**src/rtl/execute_pkg.sv**
```systemverilog
// Shared types for the execute stage: op classes, ALU/M-extension encodings,
// multiply/divide sequencer states and operand-signedness helpers.
package execute_pkg;

    localparam int ALU_SEL_WIDTH = 4;

    typedef enum logic [1:0] {
        OP_ALU = 2'd0,
        OP_MUL = 2'd1,
        OP_DIV = 2'd2
    } op_class_e;

    typedef enum logic [ALU_SEL_WIDTH-1:0] {
        ALU_ADD  = 4'd0,
        ALU_SUB  = 4'd1,
        ALU_AND  = 4'd2,
        ALU_OR   = 4'd3,
        ALU_XOR  = 4'd4,
        ALU_SLL  = 4'd5,
        ALU_SRL  = 4'd6,
        ALU_SRA  = 4'd7,
        ALU_SLT  = 4'd8,
        ALU_SLTU = 4'd9
    } alu_op_e;

    typedef enum logic [2:0] {
        MD_MUL    = 3'd0,
        MD_MULH   = 3'd1,
        MD_MULHSU = 3'd2,
        MD_MULHU  = 3'd3,
        MD_DIV    = 3'd4,
        MD_DIVU   = 3'd5,
        MD_REM    = 3'd6,
        MD_REMU   = 3'd7
    } md_op_e;

    typedef enum logic [1:0] {
        MD_IDLE = 2'd0,
        MD_ITER = 2'd1,
        MD_FIX  = 2'd2
    } md_state_e;

    function automatic logic a_is_signed(input md_op_e op);
        return (op != MD_MULHU) && (op != MD_DIVU) && (op != MD_REMU);
    endfunction

    function automatic logic b_is_signed(input md_op_e op);
        return (op == MD_MUL) || (op == MD_MULH) ||
               (op == MD_DIV) || (op == MD_REM);
    endfunction

endpackage

```
**src/rtl/muldiv_iter.sv**
```systemverilog
// Iterative RV32M datapath: one shift-add or restoring-subtract bit per step,
// operating on magnitudes with the sign applied combinationally at the end.
module muldiv_iter
    import execute_pkg::*;
#(
    parameter int DATA_WIDTH = 32
) (
    input  logic                  i_clk,
    input  logic                  i_reset,
    input  logic                  i_flush,
    input  logic                  i_start,
    input  logic                  i_step,
    input  md_op_e                i_op,
    input  logic [DATA_WIDTH-1:0] i_a,
    input  logic [DATA_WIDTH-1:0] i_b,
    output logic                  o_done,
    output logic [DATA_WIDTH-1:0] o_result
);

    localparam int W  = DATA_WIDTH;
    localparam int CW = $clog2(DATA_WIDTH);

    md_op_e          op_q;
    logic            neg_q;
    logic            neg_r;
    logic [W-1:0]    hi;
    logic [W-1:0]    lo;
    logic [W-1:0]    m;
    logic [CW-1:0]   cnt;

    logic            a_neg;
    logic            b_neg;
    logic [W-1:0]    a_mag;
    logic [W-1:0]    b_mag;
    logic            is_div;
    logic [W:0]      add_sum;
    logic [W:0]      rem_sh;
    logic [W:0]      diff;
    logic [2*W-1:0]  prod;
    logic [2*W-1:0]  prod_fix;
    logic [W-1:0]    quo_fix;
    logic [W-1:0]    rem_fix;

    always_comb begin
        a_neg   = a_is_signed(i_op) && i_a[W-1];
        b_neg   = b_is_signed(i_op) && i_b[W-1];
        a_mag   = a_neg ? -i_a : i_a;
        b_mag   = b_neg ? -i_b : i_b;
        is_div  = op_q[2];
        add_sum = {1'b0, hi} + (lo[0] ? {1'b0, m} : '0);
        rem_sh  = {hi, lo[W-1]};
        diff    = rem_sh - {1'b0, m};
    end

    assign o_done = i_step && (cnt == CW'(W - 1));

    always_ff @(posedge i_clk or posedge i_reset) begin
        if (i_reset) begin
            op_q  <= MD_MUL;
            neg_q <= 1'b0;
            neg_r <= 1'b0;
            hi    <= '0;
            lo    <= '0;
            m     <= '0;
            cnt   <= '0;
        end else if (i_flush) begin
            cnt   <= '0;
        end else if (i_start) begin
            op_q  <= i_op;
            // Divide-by-zero keeps the all-ones quotient unsigned
            neg_q <= (a_neg ^ b_neg) && (i_b != '0);
            neg_r <= a_neg;
            hi    <= '0;
            lo    <= i_op[2] ? a_mag : b_mag;
            m     <= i_op[2] ? b_mag : a_mag;
            cnt   <= '0;
        end else if (i_step) begin
            cnt <= o_done ? '0 : cnt + 1'b1;
            if (is_div) begin
                if (!diff[W]) begin
                    hi <= diff[W-1:0];
                    lo <= {lo[W-2:0], 1'b1};
                end else begin
                    hi <= rem_sh[W-1:0];
                    lo <= {lo[W-2:0], 1'b0};
                end
            end else begin
                hi <= add_sum[W:1];
                lo <= {add_sum[0], lo[W-1:1]};
            end
        end
    end

    always_comb begin
        prod     = {hi, lo};
        prod_fix = neg_q ? -prod : prod;
        quo_fix  = neg_q ? -lo : lo;
        rem_fix  = neg_r ? -hi : hi;
        unique case (op_q)
            MD_MUL:                        o_result = prod_fix[W-1:0];
            MD_MULH, MD_MULHSU, MD_MULHU:  o_result = prod_fix[2*W-1:W];
            MD_DIV, MD_DIVU:               o_result = quo_fix;
            default:                       o_result = rem_fix;
        endcase
    end

endmodule

```
**src/rtl/execute_stage_md.sv**
```systemverilog
// Execute stage: single-cycle ALU plus iterative multiply/divide, with a
// registered output bundle behind a valid/ready handshake.
module execute_stage_md
    import execute_pkg::*;
#(
    parameter int DATA_WIDTH = 32,
    parameter int PC_WIDTH   = 32,
    parameter int RD_WIDTH   = 5
) (
    input  logic                     i_clk,
    input  logic                     i_reset,
    input  logic                     i_flush,
    input  logic                     i_valid,
    output logic                     o_ready,
    input  logic [1:0]               i_op_class,
    input  logic [ALU_SEL_WIDTH-1:0] i_alu_op_sel,
    input  logic [2:0]               i_md_op,
    input  logic                     i_alu_src_sel,
    input  logic [DATA_WIDTH-1:0]    i_rs1_data,
    input  logic [DATA_WIDTH-1:0]    i_rs2_data,
    input  logic [DATA_WIDTH-1:0]    i_imm,
    input  logic [PC_WIDTH-1:0]      i_pc,
    input  logic [RD_WIDTH-1:0]      i_rd_addr,
    output logic                     o_valid,
    input  logic                     i_ready,
    output logic [DATA_WIDTH-1:0]    o_result,
    output logic [DATA_WIDTH-1:0]    o_store_data,
    output logic [PC_WIDTH-1:0]      o_pc_target,
    output logic                     o_zero,
    output logic [RD_WIDTH-1:0]      o_rd_addr
);

    localparam int W  = DATA_WIDTH;
    localparam int SW = $clog2(DATA_WIDTH);

    md_state_e          state_q;
    md_state_e          state_d;

    logic               accept;
    logic               is_md;
    logic               md_start;
    logic               md_step;
    logic               md_fix;
    logic               md_done;
    logic               alu_load;
    logic [W-1:0]       md_result;

    logic [W-1:0]       op_b;
    logic [SW-1:0]      shamt;
    logic [W-1:0]       alu_res;
    logic [PC_WIDTH-1:0] pc_sum;

    logic [W-1:0]        pend_store;
    logic [PC_WIDTH-1:0] pend_target;
    logic [RD_WIDTH-1:0] pend_rd;

    logic [W-1:0]        res_d;
    logic [W-1:0]        store_d;
    logic [PC_WIDTH-1:0] target_d;
    logic [RD_WIDTH-1:0] rd_d;

    assign o_ready = !i_reset && (state_q == MD_IDLE) &&
                     (!o_valid || i_ready) && !i_flush;
    assign accept   = i_valid && o_ready;
    assign is_md    = (i_op_class == OP_MUL) || (i_op_class == OP_DIV);
    assign md_start = accept && is_md;
    assign alu_load = accept && !is_md;
    assign pc_sum   = i_pc + PC_WIDTH'(i_imm);

    always_ff @(posedge i_clk or posedge i_reset) begin
        if (i_reset) state_q <= MD_IDLE;
        else         state_q <= state_d;
    end

    always_comb begin
        state_d = state_q;
        if (i_flush) begin
            state_d = MD_IDLE;
        end else begin
            unique case (state_q)
                MD_IDLE: if (md_start) state_d = MD_ITER;
                MD_ITER: if (md_done)  state_d = MD_FIX;
                MD_FIX:                state_d = MD_IDLE;
                default:               state_d = MD_IDLE;
            endcase
        end
    end

    always_comb begin
        md_step = (state_q == MD_ITER) && !i_flush;
        md_fix  = (state_q == MD_FIX) && !i_flush;
    end

    muldiv_iter #(
        .DATA_WIDTH (DATA_WIDTH)
    ) u_muldiv (
        .i_clk    (i_clk),
        .i_reset  (i_reset),
        .i_flush  (i_flush),
        .i_start  (md_start),
        .i_step   (md_step),
        .i_op     (md_op_e'(i_md_op)),
        .i_a      (i_rs1_data),
        .i_b      (i_rs2_data),
        .o_done   (md_done),
        .o_result (md_result)
    );

    always_comb begin
        op_b  = i_alu_src_sel ? i_imm : i_rs2_data;
        shamt = op_b[SW-1:0];
        unique case (alu_op_e'(i_alu_op_sel))
            ALU_ADD:  alu_res = i_rs1_data + op_b;
            ALU_SUB:  alu_res = i_rs1_data - op_b;
            ALU_AND:  alu_res = i_rs1_data & op_b;
            ALU_OR:   alu_res = i_rs1_data | op_b;
            ALU_XOR:  alu_res = i_rs1_data ^ op_b;
            ALU_SLL:  alu_res = i_rs1_data << shamt;
            ALU_SRL:  alu_res = i_rs1_data >> shamt;
            ALU_SRA:  alu_res = W'($signed(i_rs1_data) >>> shamt);
            ALU_SLT:  alu_res = W'($signed(i_rs1_data) < $signed(op_b));
            ALU_SLTU: alu_res = W'(i_rs1_data < op_b);
            default:  alu_res = '0;
        endcase
    end

    // Sideband for an M op is captured at accept and replayed at FIX
    always_ff @(posedge i_clk or posedge i_reset) begin
        if (i_reset) begin
            pend_store  <= '0;
            pend_target <= '0;
            pend_rd     <= '0;
        end else if (md_start) begin
            pend_store  <= i_rs2_data;
            pend_target <= pc_sum;
            pend_rd     <= i_rd_addr;
        end
    end

    always_comb begin
        res_d    = alu_load ? alu_res    : md_result;
        store_d  = alu_load ? i_rs2_data : pend_store;
        target_d = alu_load ? pc_sum     : pend_target;
        rd_d     = alu_load ? i_rd_addr  : pend_rd;
    end

    always_ff @(posedge i_clk or posedge i_reset) begin
        if (i_reset) begin
            o_valid      <= 1'b0;
            o_result     <= '0;
            o_store_data <= '0;
            o_pc_target  <= '0;
            o_zero       <= 1'b0;
            o_rd_addr    <= '0;
        end else begin
            if (i_flush)                  o_valid <= 1'b0;
            else if (alu_load || md_fix)  o_valid <= 1'b1;
            else if (i_ready)             o_valid <= 1'b0;

            if (alu_load || md_fix) begin
                o_result     <= res_d;
                o_store_data <= store_d;
                o_pc_target  <= target_d;
                o_zero       <= (res_d == '0);
                o_rd_addr    <= rd_d;
            end
        end
    end

endmodule

```
**config.mk**
```make
export PLATFORM = sky130hd
export DESIGN_NAME = execute_stage_md
export DESIGN_NICKNAME = d
export VERILOG_FILES = /design/src/rtl/execute_pkg.sv /design/src/rtl/muldiv_iter.sv /design/src/rtl/execute_stage_md.sv
export SDC_FILE = /design/constraint.sdc
export NUM_CORES = 2
export LEC_CHECK = 0
export CORE_MARGIN = 5
export CORE_UTILIZATION = 55
export DETAILED_ROUTE_END_ITERATION = 8
export PLACE_DENSITY = 0.85
export SLEW_MARGIN = 20
export SYNTH_ARGS = -nofsm -noshare
export SYNTH_HDL_FRONTEND = slang
export SYNTH_SLANG_ARGS = --single-unit
```
**constraint.sdc**
```tcl
create_clock -name i_clk -period 11.2 [get_ports i_clk]
set_input_delay 3.36 -clock i_clk [delete_from_list [all_inputs] [get_ports i_clk]]
set_output_delay 3.36 -clock i_clk [all_outputs]
set_load 0.005 [all_outputs]
```
==> out/results.tsv <==
metric	value	unit
outcome	finished, violations left	
violations	design-rule violations	
whs_path_depth	2	
rows	87	
clk_pin_slew	60	ps
drt_iter0_drc	6000	
worstPathRequired	7840	ps
ys_seq_area_frac	0.225	
min_period_over_period	0.806	
fin_hold_ws	474	ps
cts_sinks	280	
synth_top_family_by_area	compound AO/OA/AOI/OAI gates	
fin_crit	9030	ps
core_area	0.0563	sq mm
stdcell_area	0.0354	sq mm
netlist-cell-type-count	93	
clockRootBuffer	clkbuf_16	
reg2reg_slack	5820	ps
postCtsSetupRepairBufs	0	
start_util	0.553	
rr_worst_depth	18	
r2r-start	u_muldiv.lo[31]	
grt_pass1_vias	33103	
maxSlewHeadroom	0.194	
worstPathArrival	5670	ps
ys_warn_count	0	
p_comb_frac	0.566	
hp-class	reg2reg	
finalSetupViolCount	0	
die_h	248	microns
power_switching_share	0.473	
io_buffers	251	
tightestPinTransition	1200	ps
clk_latency	580	ps
vias_per_cell	7.05	
syn2layout_area_growth	13.6	%
ys.flop_type	dfrtp_1	
p_per_area	198	mW/mm^2
routed_wl	144000	microns
crit_fanout	11	
clkPwrFrac	0.176	
gp_congestion	1.13	
cts_tree	yes	
drt-pass1-iter-count	9	
p_int	3.70	mW
async_flop_share	1.00	
grt_pass1_wl	210000	microns
grt_setup_unrepaired	no	
antenna_found_initial	9	
syn_avg_cell_area	7.29	sq um
synth_fa_ha_area_frac	0.0832	
cts_resized	0	
cap_violations	0	
avgRoutedWirePerCell	28.2	microns
grt_max_degree	125	
synth_edf_count	0	
max_freq	0.111	GHz
synth_mux_area_frac	0.0674	
dp_hpwl	109000	microns
die_area	0.0615	sq mm
synth_cells	4271	
placed_area	0.0341	sq mm
die_x	248	microns
reg2reg_to	u_muldiv.hi[0]	
ctsHoldBuffers	0	
critical_path_class	in2out	
leakagePower	15.3	nW
min_from	o_store_data[2]	
cts_made_buffers	34	
skew	34.3	ps
ys_seq_elements	280	
critPathLaunchType	input pin	
h-tree-depth	2	
syn_nets	4623	
route.detailed.drc	1	
synthSimpleGateAreaFrac	0.218	
num_vias	36045	
drtAntennaViolNets	0	
drv_slew	0	
hold_end	o_store_data[2]	
grt_usage	0.447	
p_switching	3.32	mW
nNetsFinal	4676	
io-pin-count	252	
gr-total-overflow	0	
layout-drive-gt1-share	0.0522	
synth_compound_area_frac	0.282	
cts_buffer_depth	3	
yosys.area_share.xor_xnor	0.0627	
finalHoldViolations	0	
seq_power_share	0.258	
vdd_drop_max	0.197	mV
syn_area	0.0311	sq mm
end_kind	output pin	
fin_setup_tns	0	ps
critical path, stage by stage:
cell	delay, ps
clkdlybuf4s50_1	620
or4_1	670
nor2b_1	420
clkdlybuf4s50_1	600
logic make-up after synthesis:
kind of cell | after synthesis
simple gates | 1514
fa+ha+maj | 204
xor+xnor | 223
buf+inv | 492
mux | 176
compound gates | 1382
flops | 280
cells in the mapped netlist (all sizes together), types with 39 or more instances:
master	count	area [sq um]
a21oi	332	1660
o211ai	68	510
nand2	694	2610
nor2	370	1390
a22oi	74	556
o22ai	62	388
mux2i	143	1440
ha	199	2490
xor2	76	666
a21o	72	541
a211oi	39	298
inv	173	652
a31oi	46	288
o31ai	40	305
clkbuf	249	935
nand3	90	460
nor3	79	395
xnor2	147	1290
o21ai	387	1940
and3	40	250
dfrtp	280	7010
buf	66	295
layout by cell type, fill, tap and decap left out, types with 27 or more instances in the layout:
master / synthesis / routed
mux2i_1: 142 / 138
a31oi_1: 46 / 46
clkbuf_16: 0 / 34
clkdlybuf4s50_1: 0 / 249
and3_1: 40 / 39
nor4_1: 34 / 31
xnor2_1: 147 / 146
o21ai_0: 382 / 380
buf_4: 2 / 81
o22ai_1: 62 / 62
nor3_1: 79 / 79
nand2_1: 694 / 693
a21oi_1: 332 / 332
inv_1: 172 / 170
ha_1: 199 / 199
a221oi_1: 28 / 28
a21o_1: 72 / 72
a211oi_1: 38 / 38
nand3_1: 88 / 87
o211ai_1: 68 / 68
nor2_1: 370 / 367
o31ai_1: 39 / 39
xor2_1: 76 / 76
nand4_1: 35 / 35
a22oi_1: 74 / 74
dfrtp_1: 280 / 279
o21bai_1: 27 / 27
layout make-up:
| type | count | area [sq um] |
|---|---|---|
| Tap cell | 756 | 946 |
| Clock inverter | 17 | 298 |
| Sequential cell | 280 | 7010 |
| Antenna cell | 4 | 10.0 |
| Inverter | 177 | 674 |
| Multi-Input combinational cell | 3499 | 22400 |
| Fill cell | 4996 | 20900 |
| Clock buffer | 45 | 932 |
| Timing Repair Buffer | 332 | 3130 |
power groups by stage:
stage | logic (mW) | clock network [mW] | registers (mW)
floorplan | 2.70 | 0 | 1.56
global placement | 3.75 | 0 | 1.79
detailed placement | 3.81 | 0 | 1.80
CTS | 3.84 | 1.24 | 1.79
global route | 4.25 | 1.29 | 1.84
finish | 3.97 | 1.23 | 1.81
metrics by stage:
step / setup WS, ps / util / power, mW / cells
6_report: 2170 / 0.628 / 7.01 / 5110
5_1_grt: 2080 / 0.628 / 7.38 / 5106
4_1_cts: 2190 / 0.628 / 6.87 / 5106
3_5_place_dp: 2180 / 0.606 / 5.60 / 5044
3_3_place_gp: 2250 / 0.606 / 5.54 / 5044
2_1_floorplan: 118 / - / 4.27 / 4271
layer usage:
metal / global-route usage / part of all wire
met1: 0.569 / 0.36
met4: 0.251 / 0.077
met5: 0 / 0.00044
met2: 0.678 / 0.42
met3: 0.137 / 0.14
registers in the layout, indices dropped and copies added, names as in the netlist:
name / count
u_muldiv.lo: 32
pend_rd: 5
u_muldiv.cnt: 5
o_zero: 1
state_q: 2
pend_target: 32
o_store_data: 32
u_muldiv.m: 32
u_muldiv.neg_q: 1
u_muldiv.op_q: 3
pend_store: 32
o_valid: 1
u_muldiv.neg_r: 1
o_pc_target: 32
u_muldiv.hi: 32
o_rd_addr: 5
o_result: 32
worst max-delay path by stage:
stage | start | endpoint | cells past startpoint | slack [ps]
4_1_cts | i_flush | o_ready | 4 | 2190
3_5_place_dp | i_alu_src_sel | o_zero | 18 | 2180
5_1_grt | i_flush | o_ready | 4 | 2080
3_3_place_gp | i_flush | o_ready | 4 | 2250
2_1_floorplan | i_reset | o_pc_target[0] | 1 | 120
6_report | i_flush | o_ready | 4 | 2170
Note: power is estimated with default switching activity, not from simulation.
